--- src/rtl/id_stage_fwd_pkg.sv ---
// Shared MIPS decode constants: opcode/funct encodings, AluOp/AluSel codes
// and the NOP codes that fill a bubble in the ID/EX register.
package id_stage_fwd_pkg;

  localparam int ALUOP_W  = 8;
  localparam int ALUSEL_W = 3;

  localparam logic [5:0] OP_SPECIAL = 6'h00;
  localparam logic [5:0] OP_ADDIU   = 6'h09;
  localparam logic [5:0] OP_ANDI    = 6'h0c;
  localparam logic [5:0] OP_ORI     = 6'h0d;
  localparam logic [5:0] OP_XORI    = 6'h0e;
  localparam logic [5:0] OP_LUI     = 6'h0f;
  localparam logic [5:0] OP_LW      = 6'h23;
  localparam logic [5:0] OP_SW      = 6'h2b;

  localparam logic [5:0] FN_SLL  = 6'h00;
  localparam logic [5:0] FN_SRL  = 6'h02;
  localparam logic [5:0] FN_ADDU = 6'h21;
  localparam logic [5:0] FN_SUBU = 6'h23;
  localparam logic [5:0] FN_AND  = 6'h24;
  localparam logic [5:0] FN_OR   = 6'h25;
  localparam logic [5:0] FN_XOR  = 6'h26;
  localparam logic [5:0] FN_NOR  = 6'h27;
  localparam logic [5:0] FN_SLT  = 6'h2a;

  typedef enum logic [ALUOP_W-1:0] {
    ALU_NOP  = 8'h00,
    ALU_SRL  = 8'h02,
    ALU_ADDU = 8'h21,
    ALU_SUBU = 8'h23,
    ALU_AND  = 8'h24,
    ALU_OR   = 8'h25,
    ALU_XOR  = 8'h26,
    ALU_NOR  = 8'h27,
    ALU_SLT  = 8'h2a,
    ALU_SLL  = 8'h7c,
    ALU_LW   = 8'he3,
    ALU_SW   = 8'heb
  } alu_op_e;

  typedef enum logic [ALUSEL_W-1:0] {
    SEL_NOP   = 3'd0,
    SEL_LOGIC = 3'd1,
    SEL_SHIFT = 3'd2,
    SEL_ARITH = 3'd4,
    SEL_LDST  = 3'd7
  } alu_sel_e;

endpackage

--- src/rtl/id_stage_fwd_if.sv ---
// ID/EX register interface: the decoded bundle towards EX plus EX's ready/flush.
// Handshake: the register advances on every clock where ready=1 (valid may be 0,
// which is a bubble); with ready=0 all fields hold and flush is ignored.
interface id_stage_fwd_if #(
  parameter int DATA_W = 32,
  parameter int ADDR_W = 32,
  parameter int REG_AW = 5
);
  import id_stage_fwd_pkg::*;

  logic              ready;
  logic              flush;
  logic              valid;
  logic [ADDR_W-1:0] pc;
  alu_op_e           aluop;
  alu_sel_e          alusel;
  logic [DATA_W-1:0] reg1;
  logic [DATA_W-1:0] reg2;
  logic [DATA_W-1:0] sdata;
  logic [REG_AW-1:0] wd;
  logic              wreg;

  modport master (input ready, flush,
                  output valid, pc, aluop, alusel, reg1, reg2, sdata, wd, wreg);
  modport slave  (output ready, flush,
                  input valid, pc, aluop, alusel, reg1, reg2, sdata, wd, wreg);
endinterface

--- src/rtl/id_stage_fwd_decode.sv ---
// Combinational MIPS decoder: instruction word to ALU codes, register-read
// requests, immediate operands and destination; flags unknown encodings.
module id_stage_fwd_decode
  import id_stage_fwd_pkg::*;
#(
  parameter int DATA_W = 32,
  parameter int REG_AW = 5
) (
  input  logic [31:0]       inst,
  output alu_op_e           aluop,
  output alu_sel_e          alusel,
  output logic              reg1_read,
  output logic              reg2_read,
  output logic [REG_AW-1:0] reg1_addr,
  output logic [REG_AW-1:0] reg2_addr,
  output logic [DATA_W-1:0] op1_imm,
  output logic              op1_use_imm,
  output logic [DATA_W-1:0] op2_imm,
  output logic              op2_use_imm,
  output logic              is_store,
  output logic [REG_AW-1:0] wd,
  output logic              wreg,
  output logic              illegal
);
  logic [5:0]  opcode;
  logic [5:0]  funct;
  logic [15:0] imm16;

  assign opcode    = inst[31:26];
  assign funct     = inst[5:0];
  assign imm16     = inst[15:0];
  assign reg1_addr = REG_AW'(inst[25:21]);
  assign reg2_addr = REG_AW'(inst[20:16]);
  assign op1_imm   = DATA_W'(inst[10:6]);

  always_comb begin
    aluop       = ALU_NOP;
    alusel      = SEL_NOP;
    reg1_read   = 1'b0;
    reg2_read   = 1'b0;
    op1_use_imm = 1'b0;
    op2_imm     = '0;
    op2_use_imm = 1'b0;
    is_store    = 1'b0;
    wd          = REG_AW'(inst[20:16]);
    wreg        = 1'b0;
    illegal     = 1'b0;
    case (opcode)
      OP_SPECIAL: begin
        // The all-zero word is the canonical NOP: valid slot, no register effect.
        if (inst != 32'h0) begin
          case (funct)
            FN_SLL:  begin aluop = ALU_SLL;  alusel = SEL_SHIFT; end
            FN_SRL:  begin aluop = ALU_SRL;  alusel = SEL_SHIFT; end
            FN_ADDU: begin aluop = ALU_ADDU; alusel = SEL_ARITH; end
            FN_SUBU: begin aluop = ALU_SUBU; alusel = SEL_ARITH; end
            FN_SLT:  begin aluop = ALU_SLT;  alusel = SEL_ARITH; end
            FN_AND:  begin aluop = ALU_AND;  alusel = SEL_LOGIC; end
            FN_OR:   begin aluop = ALU_OR;   alusel = SEL_LOGIC; end
            FN_XOR:  begin aluop = ALU_XOR;  alusel = SEL_LOGIC; end
            FN_NOR:  begin aluop = ALU_NOR;  alusel = SEL_LOGIC; end
            default: illegal = 1'b1;
          endcase
          wd          = REG_AW'(inst[15:11]);
          wreg        = !illegal;
          reg2_read   = !illegal;
          reg1_read   = !illegal && (alusel != SEL_SHIFT);
          op1_use_imm = (alusel == SEL_SHIFT);
        end
      end
      OP_ORI, OP_ANDI, OP_XORI: begin
        aluop       = (opcode == OP_ORI)  ? ALU_OR :
                      (opcode == OP_ANDI) ? ALU_AND : ALU_XOR;
        alusel      = SEL_LOGIC;
        reg1_read   = 1'b1;
        op2_imm     = DATA_W'(imm16);
        op2_use_imm = 1'b1;
        wreg        = 1'b1;
      end
      OP_ADDIU, OP_LW, OP_SW: begin
        aluop       = (opcode == OP_ADDIU) ? ALU_ADDU :
                      (opcode == OP_LW)    ? ALU_LW : ALU_SW;
        alusel      = (opcode == OP_ADDIU) ? SEL_ARITH : SEL_LDST;
        reg1_read   = 1'b1;
        reg2_read   = (opcode == OP_SW);
        is_store    = (opcode == OP_SW);
        op2_imm     = {{(DATA_W-16){imm16[15]}}, imm16};
        op2_use_imm = 1'b1;
        wreg        = (opcode != OP_SW);
      end
      OP_LUI: begin
        aluop       = ALU_OR;
        alusel      = SEL_LOGIC;
        op2_imm     = DATA_W'({imm16, 16'h0});
        op2_use_imm = 1'b1;
        wreg        = 1'b1;
      end
      default: illegal = 1'b1;
    endcase
  end

endmodule

--- src/rtl/id_stage_fwd.sv ---
// Decode stage: register read with EX/MEM forwarding, load-use hazard stall,
// and the ID/EX pipeline register with ready/flush control and a stall counter.
module id_stage_fwd
  import id_stage_fwd_pkg::*;
#(
  parameter int DATA_W = 32,
  parameter int ADDR_W = 32,
  parameter int REG_AW = 5,
  parameter int FWD_EN = 1,
  parameter int CNT_W  = 16
) (
  input  logic              clk,
  input  logic              rst,
  input  logic [ADDR_W-1:0] pc_i,
  input  logic [31:0]       inst_i,
  input  logic              if_valid_i,
  output logic              id_ready_o,
  output logic              reg1_read_o,
  output logic [REG_AW-1:0] reg1_addr_o,
  input  logic [DATA_W-1:0] reg1_data_i,
  output logic              reg2_read_o,
  output logic [REG_AW-1:0] reg2_addr_o,
  input  logic [DATA_W-1:0] reg2_data_i,
  input  logic              ex_wreg_i,
  input  logic [REG_AW-1:0] ex_wd_i,
  input  logic [DATA_W-1:0] ex_wdata_i,
  input  logic              ex_is_load_i,
  input  logic              mem_wreg_i,
  input  logic [REG_AW-1:0] mem_wd_i,
  input  logic [DATA_W-1:0] mem_wdata_i,
  id_stage_fwd_if.master    ex_bus,
  output logic              illegal_o,
  output logic [CNT_W-1:0]  stall_cnt_o
);
  localparam bit FWD_ON = (FWD_EN != 0);

  alu_op_e           dec_aluop;
  alu_sel_e          dec_alusel;
  logic [DATA_W-1:0] dec_op1_imm, dec_op2_imm;
  logic              dec_op1_use_imm, dec_op2_use_imm, dec_store;
  logic [REG_AW-1:0] dec_wd;
  logic              dec_wreg, dec_illegal;

  id_stage_fwd_decode #(.DATA_W(DATA_W), .REG_AW(REG_AW)) u_decode (
    .inst        (inst_i),
    .aluop       (dec_aluop),
    .alusel      (dec_alusel),
    .reg1_read   (reg1_read_o),
    .reg2_read   (reg2_read_o),
    .reg1_addr   (reg1_addr_o),
    .reg2_addr   (reg2_addr_o),
    .op1_imm     (dec_op1_imm),
    .op1_use_imm (dec_op1_use_imm),
    .op2_imm     (dec_op2_imm),
    .op2_use_imm (dec_op2_use_imm),
    .is_store    (dec_store),
    .wd          (dec_wd),
    .wreg        (dec_wreg),
    .illegal     (dec_illegal)
  );

  // Youngest producer wins: EX result over MEM result over the register file.
  function automatic logic [DATA_W-1:0] pick(input logic rd, input logic [REG_AW-1:0] a,
                                             input logic [DATA_W-1:0] rf_data);
    if (!rd || a == '0)                              return '0;
    if (FWD_ON && ex_wreg_i && ex_wd_i == a)         return ex_wdata_i;
    if (mem_wreg_i && mem_wd_i == a)                 return mem_wdata_i;
    return rf_data;
  endfunction

  // A load in EX has no data yet; without forwarding any in-flight write blocks.
  function automatic logic raw_stall(input logic rd, input logic [REG_AW-1:0] a);
    logic ex_hit, mem_hit;
    ex_hit  = ex_wreg_i && (ex_wd_i == a);
    mem_hit = mem_wreg_i && (mem_wd_i == a);
    return rd && (a != '0) && ((ex_hit && (ex_is_load_i || !FWD_ON)) || (mem_hit && !FWD_ON));
  endfunction

  logic [DATA_W-1:0] op1, op2;
  logic              hazard, take;

  always_comb begin
    op1    = pick(reg1_read_o, reg1_addr_o, reg1_data_i);
    op2    = pick(reg2_read_o, reg2_addr_o, reg2_data_i);
    hazard = if_valid_i && (raw_stall(reg1_read_o, reg1_addr_o) ||
                            raw_stall(reg2_read_o, reg2_addr_o));
    take   = !ex_bus.flush && !hazard && if_valid_i && !dec_illegal;
  end

  assign id_ready_o = ex_bus.ready && !hazard;

  logic              valid_q, wreg_q, illegal_q;
  logic [ADDR_W-1:0] pc_q;
  alu_op_e           aluop_q;
  alu_sel_e          alusel_q;
  logic [DATA_W-1:0] reg1_q, reg2_q, sdata_q;
  logic [REG_AW-1:0] wd_q;
  logic [CNT_W-1:0]  cnt_q;

  always_ff @(posedge clk or negedge rst) begin
    if (!rst) begin
      valid_q   <= 1'b0;
      pc_q      <= '0;
      aluop_q   <= ALU_NOP;
      alusel_q  <= SEL_NOP;
      reg1_q    <= '0;
      reg2_q    <= '0;
      sdata_q   <= '0;
      wd_q      <= '0;
      wreg_q    <= 1'b0;
      illegal_q <= 1'b0;
      cnt_q     <= '0;
    end else begin
      illegal_q <= 1'b0;
      if (ex_bus.ready) begin
        valid_q   <= take;
        pc_q      <= take ? pc_i : '0;
        aluop_q   <= take ? dec_aluop : ALU_NOP;
        alusel_q  <= take ? dec_alusel : SEL_NOP;
        reg1_q    <= !take ? '0 : (dec_op1_use_imm ? dec_op1_imm : op1);
        reg2_q    <= !take ? '0 : (dec_op2_use_imm ? dec_op2_imm : op2);
        sdata_q   <= (take && dec_store) ? op2 : '0;
        wd_q      <= take ? dec_wd : '0;
        wreg_q    <= take && dec_wreg;
        illegal_q <= !ex_bus.flush && !hazard && if_valid_i && dec_illegal;
        if (!ex_bus.flush && hazard && cnt_q != '1)
          cnt_q <= cnt_q + CNT_W'(1);
      end
    end
  end

  assign ex_bus.valid  = valid_q;
  assign ex_bus.pc     = pc_q;
  assign ex_bus.aluop  = aluop_q;
  assign ex_bus.alusel = alusel_q;
  assign ex_bus.reg1   = reg1_q;
  assign ex_bus.reg2   = reg2_q;
  assign ex_bus.sdata  = sdata_q;
  assign ex_bus.wd     = wd_q;
  assign ex_bus.wreg   = wreg_q;
  assign illegal_o     = illegal_q;
  assign stall_cnt_o   = cnt_q;

endmodule

--- src/flat_wrapper.sv ---
// flat-port wrapper written by rule: the top's interface ports become plain ports
module id_stage_fwd_flat import id_stage_fwd_pkg::*;
#(
  parameter int DATA_W = 32,
  parameter int ADDR_W = 32,
  parameter int REG_AW = 5,
  parameter int FWD_EN = 1,
  parameter int CNT_W  = 16
)
  (clk, rst, pc_i, inst_i, if_valid_i, id_ready_o, reg1_read_o, reg1_addr_o, reg1_data_i, reg2_read_o, reg2_addr_o, reg2_data_i, ex_wreg_i, ex_wd_i, ex_wdata_i, ex_is_load_i, mem_wreg_i, mem_wd_i, mem_wdata_i, illegal_o, stall_cnt_o, ex_bus_ready, ex_bus_flush, ex_bus_valid, ex_bus_pc, ex_bus_aluop, ex_bus_alusel, ex_bus_reg1, ex_bus_reg2, ex_bus_sdata, ex_bus_wd, ex_bus_wreg);
  id_stage_fwd_if #(.DATA_W(DATA_W), .ADDR_W(ADDR_W), .REG_AW(REG_AW)) ex_bus_i ();
  input  logic clk;
  input  logic rst;
  input  logic [ADDR_W-1:0] pc_i;
  input  logic [31:0] inst_i;
  input  logic if_valid_i;
  output logic id_ready_o;
  output logic reg1_read_o;
  output logic [REG_AW-1:0] reg1_addr_o;
  input  logic [DATA_W-1:0] reg1_data_i;
  output logic reg2_read_o;
  output logic [REG_AW-1:0] reg2_addr_o;
  input  logic [DATA_W-1:0] reg2_data_i;
  input  logic ex_wreg_i;
  input  logic [REG_AW-1:0] ex_wd_i;
  input  logic [DATA_W-1:0] ex_wdata_i;
  input  logic ex_is_load_i;
  input  logic mem_wreg_i;
  input  logic [REG_AW-1:0] mem_wd_i;
  input  logic [DATA_W-1:0] mem_wdata_i;
  output logic illegal_o;
  output logic [CNT_W-1:0] stall_cnt_o;
  input wire logic [$bits(ex_bus_i.ready)-1:0] ex_bus_ready;
  input wire logic [$bits(ex_bus_i.flush)-1:0] ex_bus_flush;
  output wire logic [$bits(ex_bus_i.valid)-1:0] ex_bus_valid;
  output wire logic [$bits(ex_bus_i.pc)-1:0] ex_bus_pc;
  output wire logic [$bits(ex_bus_i.aluop)-1:0] ex_bus_aluop;
  output wire logic [$bits(ex_bus_i.alusel)-1:0] ex_bus_alusel;
  output wire logic [$bits(ex_bus_i.reg1)-1:0] ex_bus_reg1;
  output wire logic [$bits(ex_bus_i.reg2)-1:0] ex_bus_reg2;
  output wire logic [$bits(ex_bus_i.sdata)-1:0] ex_bus_sdata;
  output wire logic [$bits(ex_bus_i.wd)-1:0] ex_bus_wd;
  output wire logic [$bits(ex_bus_i.wreg)-1:0] ex_bus_wreg;
  assign ex_bus_i.ready = ex_bus_ready;
  assign ex_bus_i.flush = ex_bus_flush;
  assign ex_bus_valid = ex_bus_i.valid;
  assign ex_bus_pc = ex_bus_i.pc;
  assign ex_bus_aluop = ex_bus_i.aluop;
  assign ex_bus_alusel = ex_bus_i.alusel;
  assign ex_bus_reg1 = ex_bus_i.reg1;
  assign ex_bus_reg2 = ex_bus_i.reg2;
  assign ex_bus_sdata = ex_bus_i.sdata;
  assign ex_bus_wd = ex_bus_i.wd;
  assign ex_bus_wreg = ex_bus_i.wreg;
  id_stage_fwd #(.DATA_W(DATA_W), .ADDR_W(ADDR_W), .REG_AW(REG_AW), .FWD_EN(FWD_EN), .CNT_W(CNT_W)) u_core (.clk(clk), .rst(rst), .pc_i(pc_i), .inst_i(inst_i), .if_valid_i(if_valid_i), .id_ready_o(id_ready_o), .reg1_read_o(reg1_read_o), .reg1_addr_o(reg1_addr_o), .reg1_data_i(reg1_data_i), .reg2_read_o(reg2_read_o), .reg2_addr_o(reg2_addr_o), .reg2_data_i(reg2_data_i), .ex_wreg_i(ex_wreg_i), .ex_wd_i(ex_wd_i), .ex_wdata_i(ex_wdata_i), .ex_is_load_i(ex_is_load_i), .mem_wreg_i(mem_wreg_i), .mem_wd_i(mem_wd_i), .mem_wdata_i(mem_wdata_i), .ex_bus(ex_bus_i), .illegal_o(illegal_o), .stall_cnt_o(stall_cnt_o));
endmodule
--- config.mk ---
export PLATFORM = sky130hd
export DESIGN_NAME = id_stage_fwd_flat
export DESIGN_NICKNAME = d
export VERILOG_FILES = /design/src/rtl/id_stage_fwd_pkg.sv /design/src/rtl/id_stage_fwd_if.sv /design/src/rtl/id_stage_fwd_decode.sv /design/src/rtl/id_stage_fwd.sv /design/src/flat_wrapper.sv
export SDC_FILE = /design/constraint.sdc
export NUM_CORES = 1
export LEC_CHECK = 0
export CAP_MARGIN = 20
export CELL_PAD_IN_SITES_DETAIL_PLACEMENT = 0
export CELL_PAD_IN_SITES_GLOBAL_PLACEMENT = 2
export CORE_MARGIN = 2
export CORE_UTILIZATION = 22
export DETAILED_ROUTE_END_ITERATION = 8
export PLACE_DENSITY_LB_ADDON = 0.1
export REMOVE_ABC_BUFFERS = 1
export SYNTH_ARGS = -nofsm -noshare
export SYNTH_HDL_FRONTEND = slang
export SYNTH_SLANG_ARGS = --single-unit
export TNS_END_PERCENT = 100
--- constraint.sdc ---
create_clock -name clk -period 2.1 [get_ports clk]
set_clock_uncertainty 0.1 [all_clocks]
set_input_delay 0.42 -clock clk [delete_from_list [all_inputs] [get_ports clk]]
set_output_delay 0.42 -clock clk [all_outputs]
set_load 0.02 [all_outputs]
==> results list <==
- The endpoint identified for the worst register-to-register timing path is u_core.stall_cnt_o[1].
* PnR worst setup slack: -0.348 ns
- Across the run, the number of max-cap violations was 0.
- Drt first-iter violations: ~450
* Die width: between 200 and 250 um
* Cell variety after synth: 57
- Share of the synthesized area in the top cell type: between 40% and 50%
- For this run, asynchronously set or reset flops after synthesis account for 100%.
* Reg area: 4080 um^2
- In this run, synthesis produced a sequential element count of roughly 160.
- Setup repair after global routing could not meet its margin everywhere.
- Ranked by total cell area, the synthesized netlist is headed by sky130_fd_sc_hd__dfrtp_1 (48%), sky130_fd_sc_hd__o2bb2ai_1 (6.5%), sky130_fd_sc_hd__a22o_1 (6.3%).
- The final reports fail on setup timing.
- Required time of the worst setup path: 2.38 ns
* Maximum number of pins on one net before global-route repair: between 60 and 70
* Power per Cell Area: 450 nW/um^2
* Layout-stage area growth over the synthesis result: 98.2%
- The cell sitting at the root of the clock tree is a sky130_fd_sc_hd__clkbuf_16.
- After synthesis, the mean cell area works out to just under 10 um^2.
* Filler cell count: between 3000 and 4000
- The worst setup path is of the input pin to flip-flop kind.
- The count of buffers added on input and output ports is 385.
* Post-synth top area cell: sky130_fd_sc_hd__dfrtp_1
- Worst-path maximum fanout: 5
- Max Transition Viols Final: 0
* Clock transition at the registers of the reported paths: ~0.07 ns
- The synthesized design contains 0 enable-type register cells.
- Yosys printed 0 warnings.
- Number of instances on the worst hold path: 4
* Result of the run: finished with violations
- Core Region: 37800 um^2
- Using the TritonRoute via totals, the vias-per-cell ratio works out to approximately 4.7.
* Number of buffers on the longest clock path: 2
* I/O pin count: between 300 and 400
* Final routed wirelength across all metal layers: around 44000 um
- The largest individual stage delay along the critical path comes from the cell sky130_fd_sc_hd__or4_4.
- By instance count, the cell type seen most on the critical path is sky130_fd_sc_hd__buf_6.
* Die extent in y: 200 um
- The floorplan has roughly 70 rows.
* Min-Delay Startpoint: inst_i[0]
- The synthesized netlist occupies a cell area of between 8000 and 9000 um^2.
- Insertion delay to the later sink of the worst-skew pair: 0.45 ns
- Number of buffers created by CTS: 17
- The initial antenna violation count is 9.
* Area used by multi-input combinational logic: slightly above 5000 um^2
- The worst-case IR drop observed on VDD is between 600 and 700 uV.
- After detailed routing, the average wire length per cell comes to ~23 um.
- The tree built by TritonCTS fans out to around 160 sinks.
* CTS tree: yes
* All-layer global routing usage: between 20% and 30%
* Final Critical Period: about 2.4 ns
* Dominant register cell in the synthesized netlist: sky130_fd_sc_hd__dfrtp_1
- Initial standard-cell utilization of the core: around 22%
- Ordered list of cells on the worst path: buf_6 > or2_4 > or3_4 > buf_6 > a311o_1 > nand2_2 > nand3_4 > or4_4 > clkbuf_16 > o2bb2ai_2
- Proportion of layout cells with a drive suffix above 1: 28.6%
* H-tree Lvls: 4
* Overflow left after global routing: 0
- Routability-driven placement finished with a final weighted congestion of slightly below 0.8.
- NumNets Final: 1617
* Crit path DAT: ~2.7 ns
- Launching element type of the critical path: input pin
- First-pass GRT wire length: roughly 64000 um
* Slew at the pin closest to its max-slew limit: 0.572 ns
- End point of the most critical hold path: u_core.ex_bus.reg2[0]
* Fmax: approximately 0.4 GHz
- Worst hold path class: input pin to flip-flop
* Share of the clock period used by the worst path after layout: 117%
* P_leak: 0.00727 uW
- R2r worst-path depth: 7
- Die area: about 40000 um^2
- The number of global-route vias before repair was a little under 10000.
* Final Total Pwr: ~7600 uW
* Via total after detailed routing: 9128
- R2R Path Start: u_core.stall_cnt_o[10]
- Portion of the post-synthesis area used by sequential elements: 48.1%
* Synth Instances: approximately 870
- Drt drc: 0
- STA classifies the critical path endpoint as a flip-flop.
* Final setup fails: between 150 and 200
- Half-perimeter wire length of the detailed placement result: 29800 um
* Slowest stage delay, CP: between 0.5 and 0.6 ns
- Max_slew headroom: approximately three fifths
- In this run the remaining antenna-violating nets after routing total 0.
- Setup TNS: -35.20 ns
- The final count of hold timing violations came to 0.
* Flop2flop setup slack: about 0.020 ns
* Initial DRT Pass Iterations: 4
## state kept, by name, summed over array words and instances (netlist names)
name,flops
u_core.ex_bus.reg1,32
u_core.ex_bus.wreg,1
u_core.ex_bus.alusel,3
u_core.illegal_o,1
u_core.stall_cnt_o,16
u_core.ex_bus.valid,1
u_core.ex_bus.sdata,32
u_core.ex_bus.wd,5
u_core.ex_bus.pc,32
u_core.ex_bus.reg2,32
u_core.ex_bus.aluop,8
## final cells by class
type / count / share of cell area [%]
repair buffers: 596 / 37.7
diodes: 6 / 0.0893
flip-flops and latches: 163 / 24.3
well taps: 511 / 3.80
inverters: 3 / 0.0819
clock buffers: 21 / 2.74
multi-input cells: 625 / 30.9
clock inverters: 11 / 0.513
## timing repair
item                                   CTS  global route
endpoints found under the hold margin   31             0
hold buffers                             1             0
pin swaps                               69            41
setup endpoints to repair              175           171
resized for setup                      196           109
cloned                                  17             6
buffers inserted                        26            12
## power breakdown
part	internal [uW]	total, uW	switching [uW]
clock network	1680	3090	1410
logic	699	1320	624
registers	3150	3160	8.20
total	5530	7570	2040
## layout by cell type, fill, tap and decap left out, types with 7 or more instances in the layout
cell type and count:
sky130_fd_sc_hd__a21oi_1 28, sky130_fd_sc_hd__a21oi_2 17, sky130_fd_sc_hd__a22o_1 61, sky130_fd_sc_hd__a22oi_1 12, sky130_fd_sc_hd__a31oi_1 25, sky130_fd_sc_hd__and3_1 7, sky130_fd_sc_hd__buf_12 36, sky130_fd_sc_hd__buf_16 14
sky130_fd_sc_hd__buf_4 144, sky130_fd_sc_hd__buf_6 16, sky130_fd_sc_hd__clkbuf_16 22, sky130_fd_sc_hd__clkdlybuf4s50_1 331, sky130_fd_sc_hd__clkinv_2 8, sky130_fd_sc_hd__dfrtp_1 163, sky130_fd_sc_hd__dlygate4sd2_1 19, sky130_fd_sc_hd__dlymetal6s2s_1 22
sky130_fd_sc_hd__mux2i_1 36, sky130_fd_sc_hd__nand2_1 127, sky130_fd_sc_hd__nand3_1 26, sky130_fd_sc_hd__nand4_1 7, sky130_fd_sc_hd__nor2_1 39, sky130_fd_sc_hd__o21ai_0 22, sky130_fd_sc_hd__o2bb2ai_2 36, sky130_fd_sc_hd__o2bb2ai_4 27
sky130_fd_sc_hd__or2_2 7, sky130_fd_sc_hd__xnor2_1 23, sky130_fd_sc_hd__xor2_1 10
## through the flow
stage / setup slack [ns] / std cells / utilization, % / instance area [um^2] / hold slack (ns)
after CTS: -0.403 / 1916 / 42.2 / 16000 / 0.279
after floorplan: -2.34 / 791 / - / 8100 / 0.0244
after global placement: -1.35 / 1841 / 37.2 / 14100 / 0.301
final: -0.348 / 1936 / 44.4 / 16800 / 0.283
after detailed placement: -1.31 / 1841 / 37.2 / 14100 / 0.308
after global routing: -0.408 / 1934 / 44.4 / 16800 / 0.283
## kinds of logic (layout without fill, tap and decap cells)
family | Yosys count | count (layout) | share of synthesized area, %
AO/OA/AOI/OAI | 274 | 274 | 23.9
XOR/XNOR | 36 | 36 | 3.72
flip-flops | 163 | 163 | 48.1
other | 0 | 6 | 0
AND/OR/NAND/NOR | 274 | 274 | 14.7
adder cells (fa/ha/maj) | 1 | 1 | 0.147
buffers and inverters | 83 | 631 | 4.73
multiplexers | 40 | 40 | 4.73
## routing by layer
metal / wire (um) / vias to the layer above / global-route usage (%) / share of wire, %
li1: - / 4277 / - / -
met1: 20100 / 4555 / 28.0 / 46
met2: 20600 / 257 / 33.9 / 47
met3: 2790 / 33 / 6.88 / 6.3
met4: 537 / 6 / 4.68 / 1.2
met5: 35 / - / 0 / 0.080
## synth_stat cells, types with 3 or more instances
master                        n
sky130_fd_sc_hd__dfrtp_1    163
sky130_fd_sc_hd__nand2_1    132
sky130_fd_sc_hd__o2bb2ai_1   63
sky130_fd_sc_hd__a22o_1      61
sky130_fd_sc_hd__clkbuf_1    46
sky130_fd_sc_hd__a21oi_1     45
sky130_fd_sc_hd__nor2_1      44
sky130_fd_sc_hd__mux2i_1     39
sky130_fd_sc_hd__nand3_1     34
sky130_fd_sc_hd__a31oi_1     30
sky130_fd_sc_hd__o21ai_0     30
sky130_fd_sc_hd__xnor2_1     25
sky130_fd_sc_hd__buf_2       15
sky130_fd_sc_hd__a22oi_1     12
sky130_fd_sc_hd__buf_4       11
sky130_fd_sc_hd__xor2_1      11
sky130_fd_sc_hd__and3_1       9
sky130_fd_sc_hd__or2_2        9
sky130_fd_sc_hd__nor3_1       8
sky130_fd_sc_hd__nand4_1      7
sky130_fd_sc_hd__nor4_1       6
sky130_fd_sc_hd__a211oi_1     5
sky130_fd_sc_hd__a32o_1       5
sky130_fd_sc_hd__buf_1        5
sky130_fd_sc_hd__a21o_1       4
sky130_fd_sc_hd__nor2b_1      4
sky130_fd_sc_hd__o211a_1      4
sky130_fd_sc_hd__a32oi_1      3
sky130_fd_sc_hd__and2_1       3
sky130_fd_sc_hd__inv_1        3
## critical path: cells and delay by family
| family | cells | cell delay [ns] |
|---|---|---|
| AOI/OAI and AO/OA | 2 | 0.43 |
| buffers and inverters | 3 | 0.45 |
| and+or+nand+nor | 5 | 1.40 |
## worst max-delay path by stage
stage,startpoint,depth (start not counted),end
after floorplan,ex_bus_ready,5,u_core.ex_bus.sdata[13]
after global placement,inst_i[2],8,id_ready_o
after detailed placement,inst_i[2],8,id_ready_o
after CTS,inst_i[2],8,id_ready_o
after global routing,inst_i[0],7,reg2_read_o
final,inst_i[0],10,u_core.ex_bus.reg1[12]
Power figures use the tool's default switching activity.
